### src/rtl/pattern_scheduler_pkg.sv
// Shared definitions for the pattern scheduler: FSM encoding, slot count,
// and the bit positions of the sequence nibbles and the control byte.
package pattern_scheduler_pkg;

  localparam int NSLOTS  = 4;
  localparam int SLOT_W  = 2;
  localparam int BUF_W   = 3;
  localparam int DWELL_W = 6;

  localparam int NIB_W          = 4;
  localparam int NIB_VALID_BIT  = 3;
  localparam int CTRL_EN_BIT    = 0;
  localparam int CTRL_LOOP_BIT  = 1;
  localparam int CTRL_DWELL_LSB = 2;

  localparam logic [1:0] ST_IDLE   = 2'd0;
  localparam logic [1:0] ST_LOAD   = 2'd1;
  localparam logic [1:0] ST_PLAY   = 2'd2;
  localparam logic [1:0] ST_FINISH = 2'd3;

  typedef struct packed {
    logic             valid;
    logic [BUF_W-1:0] bufidx;
  } slot_nib_t;

  // Slots 0/1 live in seq1 and slots 2/3 in seq2, low nibble first.
  function automatic slot_nib_t slot_nibble(input logic [7:0]        s1,
                                            input logic [7:0]        s2,
                                            input logic [SLOT_W-1:0] idx);
    logic [15:0] seq_word;
    seq_word = {s2, s1};
    return slot_nib_t'(seq_word[{idx, 2'b00} +: NIB_W]);
  endfunction

  function automatic logic slot_valid(input logic [7:0]        s1,
                                      input logic [7:0]        s2,
                                      input logic [SLOT_W-1:0] idx);
    logic [15:0] seq_word;
    seq_word = {s2, s1};
    return seq_word[{idx, 2'b00} + 4'(NIB_VALID_BIT)];
  endfunction

endpackage

### src/rtl/pattern_scheduler.sv
// Steps through up to four buffer slots, holding each for a programmable
// number of ticks, and blocks host serial writes to the buffer being played.
module pattern_scheduler #(
  parameter int NSLOTS = pattern_scheduler_pkg::NSLOTS
) (
  input  logic       clk,
  input  logic       rst_n,
  input  logic [7:0] seq1,
  input  logic [7:0] seq2,
  input  logic [7:0] seqctrl,
  input  logic       start,
  input  logic       stop,
  input  logic       tick,
  input  logic       ssel_in,
  input  logic [2:0] saddr_in,
  output logic       ssel_out,
  output logic [2:0] bufp,
  output logic [1:0] slot,
  output logic       busy,
  output logic       slot_pulse,
  output logic       done,
  output logic       conflict
);
  import pattern_scheduler_pkg::*;

  logic [1:0]         state_q, state_d;
  logic [7:0]         seq1_q, seq1_d;
  logic [7:0]         seq2_q, seq2_d;
  logic               loop_q, loop_d;
  logic [DWELL_W-1:0] dwell_q, dwell_d;
  logic [DWELL_W-1:0] dwell_cnt_q, dwell_cnt_d;
  logic [BUF_W-1:0]   bufp_q, bufp_d;
  logic [SLOT_W-1:0]  slot_q, slot_d;
  logic               slot_pulse_q, slot_pulse_d;
  logic               done_q, done_d;

  slot_nib_t          first_nib;
  slot_nib_t          adv_nib;
  logic [SLOT_W-1:0]  next_slot;
  logic [SLOT_W-1:0]  adv_slot;
  logic               next_valid;
  logic               can_adv;

  // LOAD decides from the live inputs, which are the values being shadowed.
  assign first_nib  = slot_nibble(seq1, seq2, SLOT_W'(0));
  assign next_slot  = slot_q + SLOT_W'(1);
  assign next_valid = slot_valid(seq1_q, seq2_q, next_slot);
  assign adv_slot   = ((slot_q != SLOT_W'(NSLOTS - 1)) && next_valid) ? next_slot : SLOT_W'(0);
  assign adv_nib    = slot_nibble(seq1_q, seq2_q, adv_slot);
  assign can_adv    = adv_nib.valid && ((adv_slot != SLOT_W'(0)) || loop_q);

  always_comb begin
    state_d      = state_q;
    seq1_d       = seq1_q;
    seq2_d       = seq2_q;
    loop_d       = loop_q;
    dwell_d      = dwell_q;
    dwell_cnt_d  = dwell_cnt_q;
    bufp_d       = bufp_q;
    slot_d       = slot_q;
    slot_pulse_d = 1'b0;
    done_d       = 1'b0;

    case (state_q)
      ST_IDLE: begin
        if (start && seqctrl[CTRL_EN_BIT]) state_d = ST_LOAD;
      end

      ST_LOAD: begin
        seq1_d  = seq1;
        seq2_d  = seq2;
        loop_d  = seqctrl[CTRL_LOOP_BIT];
        dwell_d = seqctrl[CTRL_DWELL_LSB +: DWELL_W];
        if (stop) begin
          state_d = ST_IDLE;
        end else if (!first_nib.valid) begin
          state_d = ST_FINISH;
          done_d  = 1'b1;
        end else begin
          state_d      = ST_PLAY;
          slot_d       = SLOT_W'(0);
          bufp_d       = first_nib.bufidx;
          dwell_cnt_d  = seqctrl[CTRL_DWELL_LSB +: DWELL_W];
          slot_pulse_d = 1'b1;
        end
      end

      ST_PLAY: begin
        if (stop) begin
          state_d = ST_IDLE;
        end else if (tick) begin
          if (dwell_cnt_q != DWELL_W'(0)) begin
            dwell_cnt_d = dwell_cnt_q - DWELL_W'(1);
          end else if (can_adv) begin
            slot_d       = adv_slot;
            bufp_d       = adv_nib.bufidx;
            dwell_cnt_d  = dwell_q;
            slot_pulse_d = 1'b1;
          end else begin
            state_d = ST_FINISH;
            done_d  = 1'b1;
          end
        end
      end

      default: begin
        state_d = ST_IDLE;
      end
    endcase
  end

  always_ff @(posedge clk) begin
    if (!rst_n) begin
      state_q      <= ST_IDLE;
      seq1_q       <= '0;
      seq2_q       <= '0;
      loop_q       <= 1'b0;
      dwell_q      <= '0;
      dwell_cnt_q  <= '0;
      bufp_q       <= '0;
      slot_q       <= '0;
      slot_pulse_q <= 1'b0;
      done_q       <= 1'b0;
    end else begin
      state_q      <= state_d;
      seq1_q       <= seq1_d;
      seq2_q       <= seq2_d;
      loop_q       <= loop_d;
      dwell_q      <= dwell_d;
      dwell_cnt_q  <= dwell_cnt_d;
      bufp_q       <= bufp_d;
      slot_q       <= slot_d;
      slot_pulse_q <= slot_pulse_d;
      done_q       <= done_d;
    end
  end

  assign bufp       = bufp_q;
  assign slot       = slot_q;
  assign busy       = (state_q == ST_PLAY);
  assign slot_pulse = slot_pulse_q;
  assign done       = done_q;

  // Host writes to the buffer currently on air are swallowed here.
  assign conflict = ssel_in && busy && (saddr_in == bufp_q);
  assign ssel_out = ssel_in && !conflict;

endmodule
### config.mk
export PLATFORM = sky130hd
export DESIGN_NAME = pattern_scheduler
export DESIGN_NICKNAME = d
export VERILOG_FILES = /design/src/rtl/pattern_scheduler_pkg.sv /design/src/rtl/pattern_scheduler.sv
export SDC_FILE = /design/constraint.sdc
export NUM_CORES = 1
export LEC_CHECK = 0
export BUFFER_PORTS_ARGS = -buffer_cell sky130_fd_sc_hd__buf_2
export CAP_MARGIN = 30
export CORE_MARGIN = 3
export CORE_UTILIZATION = 48
export CTS_CLUSTER_DIAMETER = 120
export DETAILED_ROUTE_END_ITERATION = 8
export GPL_TIMING_DRIVEN = 0
export PLACE_DENSITY = 0.75
export SYNTH_ARGS = -nofsm -noshare
export SYNTH_HDL_FRONTEND = slang
export SYNTH_SLANG_ARGS = --single-unit
### constraint.sdc
create_clock -name clk -period 2.18 [get_ports clk]
set_clock_uncertainty 0.1 [all_clocks]
set_input_delay 0.436 -clock clk [delete_from_list [all_inputs] [get_ports clk]]
set_output_delay 0.436 -clock clk [all_outputs]
set_load 0.02 [all_outputs]
==> results.sh <==
export IMPL_yosys_warnings=0
export IMPL_worstPathCellList="or3_1 -> nor3b_4 -> buf_4 -> mux2_2 -> mux2i_1 -> a21oi_1"
export IMPL_power_density_nw_per_um2=1300
export IMPL_drv_slew=0
export IMPL_hold_violations=0
export IMPL_path_buf_inv=1
export IMPL_post_route_period_util=0.946
export IMPL_track_usage=0.189
export IMPL_setup_viol=0
export IMPL_dp_slack_ps=-175
export IMPL_syn_to_final_growth_pct=22.5
export IMPL_cp_required_ps=2260
export IMPL_power_mw=3.15
export IMPL_fmax_mhz=485
export IMPL_ff2ff_path_depth=6
export IMPL_tightest_slew_ps=775
export IMPL_cp_end_kind="register"
export IMPL_io_buffers=42
export IMPL_grt_start_max_net_pins=14
export IMPL_ys_seq_elements=38
export IMPL_firstDrtPassIters=4
export IMPL_core_um2=3830
export IMPL_nNetsFinal=305
export IMPL_status="complete, no violations"
export IMPL_gr_usage_met3=0.0460
export IMPL_async_flop_share=0
export IMPL_worstSetupPathType="reg -> reg"
export IMPL_ys_types=40
export IMPL_fin_area_um2=2430
export IMPL_dp_hpwl_mm=3.21
export IMPL_yosysMostFrequentCell="dfxtp_1"
export IMPL_path_clk_slew_ps=80
export IMPL_synth_area_um2=1980
export IMPL_grt_pass1_wl_mm=7.61
export IMPL_met1_usage=0.250
export IMPL_cp_endpoint="dwell_cnt_q[4]"
export IMPL_post_synth_top_area_cell="dfxtp_1"
export IMPL_grt_overflow=0
export IMPL_cts_made_buffers=5
export IMPL_die_area_um2=4930
export IMPL_r2r_start="dwell_cnt_q[2]"
export IMPL_cts_tree="built"
export IMPL_h_tree_depth=2
export IMPL_antennaDiodeCount=0
export IMPL_crit_family="simple AND/OR/NAND/NOR gates"
export IMPL_placementRows=22
export IMPL_clockBufferDepth=2
export IMPL_synth_edf_count=0
export IMPL_grtUsageMet2=0.311
export IMPL_antenna_left=0
export IMPL_busiest_layer="met2"
export IMPL_post_route_drc_count=0
export IMPL_ys_top_cells_by_area="dfxtp_1, mux2i_1, nor2_1"
export IMPL_max_cap_violations=0
export IMPL_hold_path_class="in -> reg"
export IMPL_synth_main_ff_cell="dfxtp_1"
export IMPL_drt_iter0_drc=79
export IMPL_clk_latency_ps=290
export IMPL_place_congestion=0.809
export IMPL_critPathArrivalTime_ps=2140
export IMPL_startpoint="dwell_cnt_q[2]"
export IMPL_antenna_found_initial=0
export IMPL_rsz0062_at_grt="false"
export IMPL_root_buffer="clkbuf_8"
export IMPL_synth_top_area_frac=0.384
export IMPL_path_max_fanout=6
export IMPL_yosysSeqAreaShare=0.384
export IMPL_p_leak_nw=1.01
export IMPL_setup_ws_ps=118
export IMPL_vdd_ir_drop_max_uv=797
export IMPL_cts_sinks=38
export IMPL_synth_cells=215
export IMPL_dieHeight_um=70.2
export IMPL_start_util=0.518
export IMPL_ys_top_cells_by_count="dfxtp_1, mux2i_1, nor2_1"
export IMPL_cp_depth=6
export IMPL_worst_r2r_setup_slack_ps=120
export IMPL_dpl_cell_area_um2=2270
export IMPL_finalCriticalPeriod_ps=2060
export IMPL_wl_per_cell_um=14.3
export IMPL_cp_slowest_cell="or3_1"
export IMPL_drt_wl_total_mm=4.50
export IMPL_via_count=1667
export IMPL_grt_pass1_vias=1612
export IMPL_syn_avg_cell_area_um2=9.21
export IMPL_slowest_delay_ps=470
export IMPL_relSlewSlack=0.483
export IMPL_io_pins=43
export IMPL_r2r_end="dwell_cnt_q[4]"
export IMPL_layout_drive_gt1_share=0.278
export IMPL_die_w_um=70.2
export IMPL_viasPerCell=5.31
export IMPL_cp_start_kind="register"
export IMPL_syn_nets=255
cell families after synthesis:
kind of cell / share of synthesized area
AND/OR/NAND/NOR: 0.157
multiplexers: 0.219
AO/OA/AOI/OAI: 0.128
flip-flops: 0.384
buffers and inverters: 0.0423
adder cells (fa/ha/maj): 0.0442
XOR/XNOR: 0.0265
where the power goes:
group,switching [mW],internal (mW),total [mW]
combinational,0.783,0.738,1.52
sequential,0.150,0.877,1.03
clock,0.259,0.340,0.599
total,1.19,1.96,3.15
cell usage in the layout (no fill, tap or decap), types with 2 or more instances in the layout:
cell type and instances:
buf_2 42, mux2i_1 35, dfxtp_1 35, nor2_1 29, a21oi_1 15, o21ai_0 11, nand2_1 7, mux2_2 6
xor2_1 5, ha_1 5, clkbuf_8 5, inv_1 4, nand3_1 4, nor2b_1 4, clkbuf_1 4, nor3_1 4
a31oi_1 4, nand2b_1 3, buf_4 3, dfxtp_2 3, clkinv_1 2, buf_1 2, buf_6 2, or3_1 2
nor3b_1 2, o31ai_1 2, clkinvlp_4 2
how the worst min path moves through the flow:
stage                 to  cells after the start      start  slack [ps]
2_1_floorplan  seq1_q[7]                      2  seq1_q[7]         350
3_3_place_gp   seq1_q[4]                      2  seq1_q[4]         370
3_5_place_dp   seq1_q[1]                      2  seq1_q[1]         380
4_1_cts        seq2_q[6]                      3    seq2[6]         270
5_1_grt        seq2_q[2]                      3    seq2[2]         290
6_report       seq2_q[2]                      3    seq2[2]         280
registers in the layout, summed over array words and instances (netlist names):
signal,cells
bufp,3
done,1
dwell_cnt_q,6
dwell_q,6
loop_q,1
seq1_q,8
seq2_q,8
slot,2
slot_pulse,1
state_q,2
metal layers:
metal | up-vias | routed length [um]
met1 | 763 | 2020
met3 | 6 | 247
met2 | 43 | 2170
met5 | - | 0
met4 | 0 | 52
li1 | 855 | -
per-stage QoR:
step	setup TNS, ps	util	hold WS (ps)	cells
2_1_floorplan	0	-	352	215
3_3_place_gp	-1580	0.592	371	305
3_5_place_dp	-1650	0.592	380	305
4_1_cts	0	0.629	272	312
5_1_grt	0	0.634	291	314
6_report	0	0.634	277	314
final cells by class:
class                      instances  area (um^2)
fill                             347         1400
multi-input combinational        159         1170
sequential                        38          764
timing repair buffer              45          233
clock buffer                       5         68.8
buffer                             9         60.1
tap                               48         60.1
clock inverter                     3         45.0
inverter                           7         26.3
repair_timing:
action	CTS	global route
setup endpoints to repair	31	10
pin swaps	2	1
hold buffers	0	0
setup buffers	1	2
resized for setup	5	5
worst reg2reg max path: cells and delay by family (launching register included):
kind | cells | cell delay, ps
multiplexers | 2 | 460
buffers and inverters | 1 | 200
AND/OR/NAND/NOR | 2 | 750
flip-flops | 1 | 370
AO/OA/AOI/OAI | 1 | 80
(Power assumes the default switching activity.)
